## src/rtl/uart_rx_frame.sv

```systemverilog
// Oversampling UART receiver: 16x ticks, 3-sample majority vote, false-start rejection,
// parity/frame/break detection and a valid/ready output stage that reports overrun.
module uart_rx_frame #(
  parameter int CLOCK_FREQ = 50000000,
  parameter int BAUD_RATE  = 9600,
  parameter int DATA_BITS  = 8,
  parameter int PARITY_EN  = 1,
  parameter int PARITY_ODD = 0
) (
  input  logic                 clk,
  input  logic                 rst,
  input  logic                 rx_in,
  output logic [DATA_BITS-1:0] rx_data,
  output logic                 rx_valid,
  input  logic                 rx_ready,
  output logic                 parity_err,
  output logic                 frame_err,
  output logic                 overrun_err,
  output logic                 rx_busy
);

  localparam int DIV = CLOCK_FREQ / (BAUD_RATE * 16);
  localparam int PW  = $clog2(DIV);

  typedef enum logic [2:0] {S_IDLE, S_START, S_DATA, S_PARITY, S_STOP, S_BREAK} state_t;

  state_t                 state_reg, state_next;
  logic                   sync1_reg, rxs_reg;
  logic [PW-1:0]          presc_reg;
  logic [3:0]             samp_reg;
  logic [1:0]             vote_reg;
  logic [3:0]             bit_cnt_reg;
  logic [DATA_BITS-1:0]   shift_reg;
  logic                   par_pend_reg;
  logic [DATA_BITS-1:0]   rx_data_reg;
  logic                   rx_valid_reg, parity_err_reg, frame_err_reg, overrun_reg;

  logic tick, mid, bit_end, maj, exp_par, start_go, stop_go;

  assign tick    = (presc_reg == PW'(DIV - 1));
  assign mid     = tick && (samp_reg == 4'd9);
  assign bit_end = tick && (samp_reg == 4'd15);
  // vote_reg holds samples 7 and 8; sample 9 is the live synchronized value
  assign maj     = (vote_reg[1] & vote_reg[0]) | (vote_reg[1] & rxs_reg) | (vote_reg[0] & rxs_reg);
  assign exp_par = (^shift_reg) ^ (PARITY_ODD != 0);

  always_comb begin
    state_next = state_reg;
    start_go   = 1'b0;
    stop_go    = 1'b0;
    case (state_reg)
      S_IDLE: begin
        if (tick && !rxs_reg) begin
          state_next = S_START;
          start_go   = 1'b1;
        end
      end
      S_START: begin
        if (mid && maj)   state_next = S_IDLE;
        else if (bit_end) state_next = S_DATA;
      end
      S_DATA: begin
        if (bit_end && (bit_cnt_reg == 4'(DATA_BITS - 1)))
          state_next = (PARITY_EN != 0) ? S_PARITY : S_STOP;
      end
      S_PARITY: begin
        if (bit_end) state_next = S_STOP;
      end
      S_STOP: begin
        // decide at mid-bit so the next start edge can be caught without delay
        if (mid) begin
          stop_go    = 1'b1;
          state_next = (!maj && (shift_reg == '0)) ? S_BREAK : S_IDLE;
        end
      end
      S_BREAK: begin
        if (tick && rxs_reg) state_next = S_IDLE;
      end
      default: state_next = S_IDLE;
    endcase
  end

  always_ff @(posedge clk) begin
    if (rst) state_reg <= S_IDLE;
    else     state_reg <= state_next;
  end

  always_ff @(posedge clk) begin
    if (rst) begin
      sync1_reg      <= 1'b1;
      rxs_reg        <= 1'b1;
      presc_reg      <= '0;
      samp_reg       <= '0;
      vote_reg       <= '0;
      bit_cnt_reg    <= '0;
      shift_reg      <= '0;
      par_pend_reg   <= 1'b0;
      rx_data_reg    <= '0;
      rx_valid_reg   <= 1'b0;
      parity_err_reg <= 1'b0;
      frame_err_reg  <= 1'b0;
      overrun_reg    <= 1'b0;
    end else begin
      sync1_reg <= rx_in;
      rxs_reg   <= sync1_reg;

      if (start_go || tick) presc_reg <= '0;
      else                  presc_reg <= presc_reg + PW'(1);

      if (start_go)  samp_reg <= '0;
      else if (tick) samp_reg <= samp_reg + 4'd1;

      if (tick && (samp_reg == 4'd7)) vote_reg[1] <= rxs_reg;
      if (tick && (samp_reg == 4'd8)) vote_reg[0] <= rxs_reg;

      if (start_go) begin
        bit_cnt_reg  <= '0;
        par_pend_reg <= 1'b0;
      end
      if ((state_reg == S_DATA) && mid)
        shift_reg <= {maj, shift_reg[DATA_BITS-1:1]};
      if ((state_reg == S_DATA) && bit_end)
        bit_cnt_reg <= bit_cnt_reg + 4'd1;
      if ((state_reg == S_PARITY) && mid && (maj != exp_par))
        par_pend_reg <= 1'b1;

      overrun_reg <= 1'b0;
      if (stop_go) begin
        if (!rx_valid_reg || rx_ready) begin
          rx_data_reg    <= shift_reg;
          parity_err_reg <= par_pend_reg;
          frame_err_reg  <= !maj;
          rx_valid_reg   <= 1'b1;
        end else begin
          overrun_reg <= 1'b1;
        end
      end else if (rx_valid_reg && rx_ready) begin
        rx_valid_reg <= 1'b0;
      end
    end
  end

  assign rx_data     = rx_data_reg;
  assign rx_valid    = rx_valid_reg;
  assign parity_err  = parity_err_reg;
  assign frame_err   = frame_err_reg;
  assign overrun_err = overrun_reg;
  assign rx_busy     = (state_reg != S_IDLE);

endmodule
```

## config.mk

```make
export PLATFORM = sky130hd
export DESIGN_NAME = uart_rx_frame
export DESIGN_NICKNAME = d
export VERILOG_FILES = /design/src/rtl/uart_rx_frame.sv
export SDC_FILE = /design/constraint.sdc
export NUM_CORES = 1
export LEC_CHECK = 0
export CORE_MARGIN = 2
export CORE_UTILIZATION = 55
export DETAILED_ROUTE_END_ITERATION = 6
export PLACE_DENSITY = 0.84
export SLEW_MARGIN = 10
export SYNTH_ARGS = -nofsm -noshare
export SYNTH_HDL_FRONTEND = slang
export SYNTH_SLANG_ARGS = --single-unit
```

## constraint.sdc

```tcl
create_clock -name clk -period 3.71 [get_ports clk]
set_input_delay 0.742 -clock clk [delete_from_list [all_inputs] [get_ports clk]]
set_output_delay 0.742 -clock clk [all_outputs]
set_load 0.03 [all_outputs]
```

## Word-level counts from Yosys, hierarchy flattened

Index checks and enable logic that the tools add are counted.

| operators by class | value |
|---|---|
| add/subtract/negate cells | 3 |
| equal/unequal tests | 19 |
| mux-type cells | 21 |
| bitwise operators | 6 |
| reductions and logical operators | 32 |

Operators with widths:

| kind | number |
|---|---|
| $mux W3 | 8 |
| $pmux W3 S6 | 1 |
| $logic_and A1 B1 Y1 | 14 |
| $eq A4 B4 Y1 const B | 3 |
| $mux W1 | 10 |
| $ne A2 B2 Y1 const B | 5 |
| $add A9 B1 Y9 const B | 1 |
| $eq A9 B9 Y1 const B | 1 |
| $add A4 B1 Y4 const B | 2 |
| $eq A4 B3 Y1 const B | 2 |
| $logic_not A8 Y1 | 1 |
| $mux W4 | 2 |
| $reduce_xor A8 Y1 | 1 |
| $eq A3 B2 Y1 const B | 2 |
| $eq A3 B3 Y1 const B | 2 |
| $reduce_and A6 Y1 | 1 |
| $reduce_bool A2 Y1 | 3 |
| $reduce_or A2 Y1 | 3 |
| $reduce_and A2 Y1 | 2 |
| $and A1 B1 Y1 | 3 |
| $eq A3 B1 Y1 const B | 1 |
| $logic_not A1 Y1 | 3 |
| $logic_not A3 Y1 | 1 |
| $ne A3 B3 Y1 const B | 1 |
| other kinds (6) | 8 |

| word-level totals | value |
|---|---|
| bits in registers | 45 |
| word-level logic and storage cells | 96 |

## Depth between registers and ports, before layout

| depth | value |
|---|---|
| depth in word-level cells | 8 |
| gate-level depth with buffers | 10 |
| mapped depth without buffers | 7 |

## Worst setup path after synthesis

No wires, ideal clock.

| timing | value |
|---|---|
| path kind | register to register |
| start | register presc_reg[0] |
| end | register state_reg[0] |
| setup time | 121 ps |
| arrival time | 1698 ps |
| data required time | 3589 ps |
| setup slack | 1890 ps |
| cell stages (with the launch flop) | 9 |
| clock period less this slack | 1820 ps |
| cell sequence | dfxtp_1 > inv_1 > ha_1 > and4b_1 > clkbuf_2 > a31oi_1 > a31oi_1 > o221a_2 > mux2_4 |

| on the way | value |
|---|---|
| longest elaborated chain between the ends | 5 |
| elaborated cells between the ends (all ways) | 16 |
| classes of those cells | eq/ne (7); mux (2); reduce/logical (7) |

Ends and longest elaborated chain:

| element | RTL line | RTL |
|---|---|---|
| from (decl) | 29 | `logic [PW-1:0] presc_reg;` |
| from (signal assigned) | 108 | `else presc_reg <= presc_reg + PW'(1);` |
| $eq A9 B9 Y1 * | 40 | `assign tick = (presc_reg == PW'(DIV - 1));` |
| $logic_and A1 B1 Y1 (on tied branches) | 41, 42 |  |
| $logic_and A1 B1 Y1 (on tied branches) | 59, 63 |  |
| $ne A3 B3 Y1 (no source line) (tied with other cells) | n/a |  |
| $reduce_and A6 Y1 (no source line) or $pmux W3 S6 (tied branches) | n/a |  |
| to (signal assigned) | 85 | `else state_reg <= state_next;` |
| to (decl) | 27 | `state_t state_reg, state_next;` |

Every way passes the cells marked *; elsewhere a longest branch is shown, timed or not.
A chain may end at the register's enable or synchronous reset.

## Worst setup path after layout

| timing | value |
|---|---|
| start | register state_reg[1] |
| end | output port rx_busy |

| on the way | value |
|---|---|
| longest elaborated chain between the ends | 1 |

Ends and longest elaborated chain:

| element | RTL line | RTL |
|---|---|---|
| $reduce_bool A3 Y1 | 148 | `assign rx_busy = (state_reg != S_IDLE);` |
| to (decl) | 19 | `output logic rx_busy` |

Every way passes these cells.

==> results.cfg <==
[run_status]
status = complete, no violations

[floorplanning]
dieArea_um2 = 4360
die_w_um = 66.0
die_h_um = 66.0
io_pins = 17
initial_utilization_pct = 57.3
core-area_um2 = 3690
std_cell_rows = 22

[global_routing]
track_usage_pct = 19.2
grt_max_degree = 20
grt.overflow.total = 0
grt_pass1_vias = 1476
antenna_found_initial = 0
grt_pass1_wl_um = 6340

[layout]
fill_cells = 292
nets = 257
final_layout_size_suffix_gt1_share_pct = 8.61
n_antenna_cell = 0
area_growth_pct = 13.9
largest_reg_flops = 9

[pwr]
clockPowerShare_pct = 41.6
power_density_nw_per_um2 = 386
p_int_uw = 729
ir_drop_mv = 0.317
p_sw_uw = 200
sequentialPowerShare_pct = 53.3
p_leak_nw = 0.967
switching_share_pct = 21.6
combPwrFrac_pct = 5.1

[routing]
ant_nets = 0
drtPass1Iterations = 4
wl_per_cell_um = 12.6
vias_per_cell = 5.28
drc = 0
top_layer = met4
wl_met2_um = 1660
vias = 1542
wirelength_met1_um = 1800
drt_iter0_markers = 133
drt_wl_total_um = 3690
met3_length_um = 181

[sta]
drv_slew = 0
fin_setup_tns_ns = 0
hold_viol_final = 0
hold_ws_ns = 0.427
clock_skew_ns = 0.00468
min_period_ns = 2.38
maxSlewHeadroom_pct = 56.1
finalSetupViolCount = 0
rsz0062_at_grt = no
max_freq_mhz = 421
tightest_slew_ns = 0.656
fin_crit_sh_pct = 64.1

[critical_path]
critPathKind = flop to primary output
critical_path.startpoint_type = flop
path_max_fanout = 6
critical_path_arrival_ns = 1.64
cp-end-kind = primary output
cp.required_ns = 2.97

[yosys]
synth_edf_count = 0
synth_flop_cell = dfxtp_1
async_reset_ff_share_pct = 0
synth_seq_area_share_pct = 42.6
ys_types = 44
yosys_warnings = 0
synthesis.nets = 241
syn-cell-area_um2 = 2110
netlist_instances = 227
ys_ff_latch = 45
synth.avg_cell_area_um2 = 9.32

[clocking]
cts_sinks = 45
clkLatencyLatePin_ns = 0.30
cts-buffers-inserted = 5
clk_pin_slew_ns = 0.08
cts_buffer_depth = 2
post_cts_buffers = 0
cts_root_buffer = clkbuf_8
cts_resized = 0
hold_buffers = 0
cts_tree = yes
htreeDepth = 2

[placement]
dp_hpwl_um = 2560
portBuffers = 16
place_congestion = 0.959

[hold_path]
hold_path_class = flop to flop

[run]
drv_cap = 0
-- power groups by stage --
stage          Clock (mW)  Combinational (mW)  Sequential [mW]
2_1_floorplan           0              0.0364            0.505
3_3_place_gp            0              0.0471            0.506
3_5_place_dp            0              0.0478            0.507
4_1_cts             0.395              0.0480            0.495
5_1_grt             0.416              0.0530            0.497
6_report            0.387              0.0479            0.495
-- synthesized netlist by cell type (all sizes together) (3+ instances only) --
master,n,share of area (%)
dfxtp,45,43
nor2,38,7.1
mux2i,20,9.5
inv,17,3.0
ha,10,5.9
nand2,10,1.8
nand3,9,2.1
xor2,9,3.7
a21oi,7,1.7
xnor2,6,2.5
clkbuf,5,0.95
nand4,5,1.8
nor3,5,1.2
or2,5,1.5
a31oi,3,0.89
buf,3,1.6
-- kinds of logic (layout without fill, tap and decap cells) --
family	count (synthesis)	after routing	share of synthesized area [%]
multiplexers	22	22	10.9
XOR/XNOR	15	15	6.21
flip-flops	45	45	42.6
buffers and inverters	25	42	5.56
adder cells (fa/ha/maj)	11	11	6.39
AO/OA/AOI/OAI	19	19	5.80
AND/OR/NAND/NOR	90	90	22.5
-- path summary, 6_finish.rpt --
kind / from / end / cells after the start / slack [ns]
hold / removal: sync1_reg / rxs_reg / 1 / 0.43
setup / recovery: state_reg[1] / rx_busy / 3 / 1.33
setup reg to reg: presc_reg[0] / frame_err / 7 / 1.43
hold reg to reg: sync1_reg / rxs_reg / 1 / 0.43
-- cells in the final DEF, fill, tap and decap left out, drive strengths merged, types with 2 or more instances in the layout --
master	netlist	final
nand4b	2	2
inv	17	17
nand4	5	5
and2	2	2
a21oi	7	7
xnor2	6	6
xor2	9	9
nand2	10	10
dfxtp	45	45
and3	2	2
clkdlybuf4s50	0	16
nor3	5	5
a211oi	2	2
nor2	38	38
clkbuf	5	6
ha	10	10
nand2b	2	2
or2	5	5
o21ai	2	2
mux2	2	2
a31oi	3	3
nand3	9	9
mux2i	20	20
-- worst max-delay path, stage by stage (launching register included) --
cell,delay (ns)
dfxtp_1,0.44
inv_1,0.14
nand2_1,0.08
clkdlybuf4s50_1,0.67
-- per-layer routing --
| layer | vias up | track usage [%] |
|---|---|---|
| met4 | 0 | 7.91 |
| met5 | - | 0 |
| met2 | 32 | 29.3 |
| li1 | 794 | - |
| met1 | 710 | 24.4 |
| met3 | 6 | 7.16 |
-- layout make-up --
class	count	area [µm²]	area share [%]
multi-input cells	157	1100	45.5
flip-flops and latches	45	901	37.4
repair buffers	17	168	6.96
clock buffers	6	82.6	3.43
inverters	17	63.8	2.65
well taps	48	60.1	2.49
clock inverters	2	37.5	1.56
-- metrics by stage --
step                utilization [%]  std cells  total power, mW  setup WS (ns)  instance area (µm²)
detailed placement             62.0        284            0.554           1.26                 2290
global route                   65.3        292            0.966           1.17                 2410
CTS                            65.3        292            0.938           1.36                 2410
finish                         65.3        292            0.930           1.33                 2410
floorplan                         -        227            0.541           1.89                 2110
global placement               62.0        284            0.554           1.30                 2290
(Power assumes the default switching activity.)
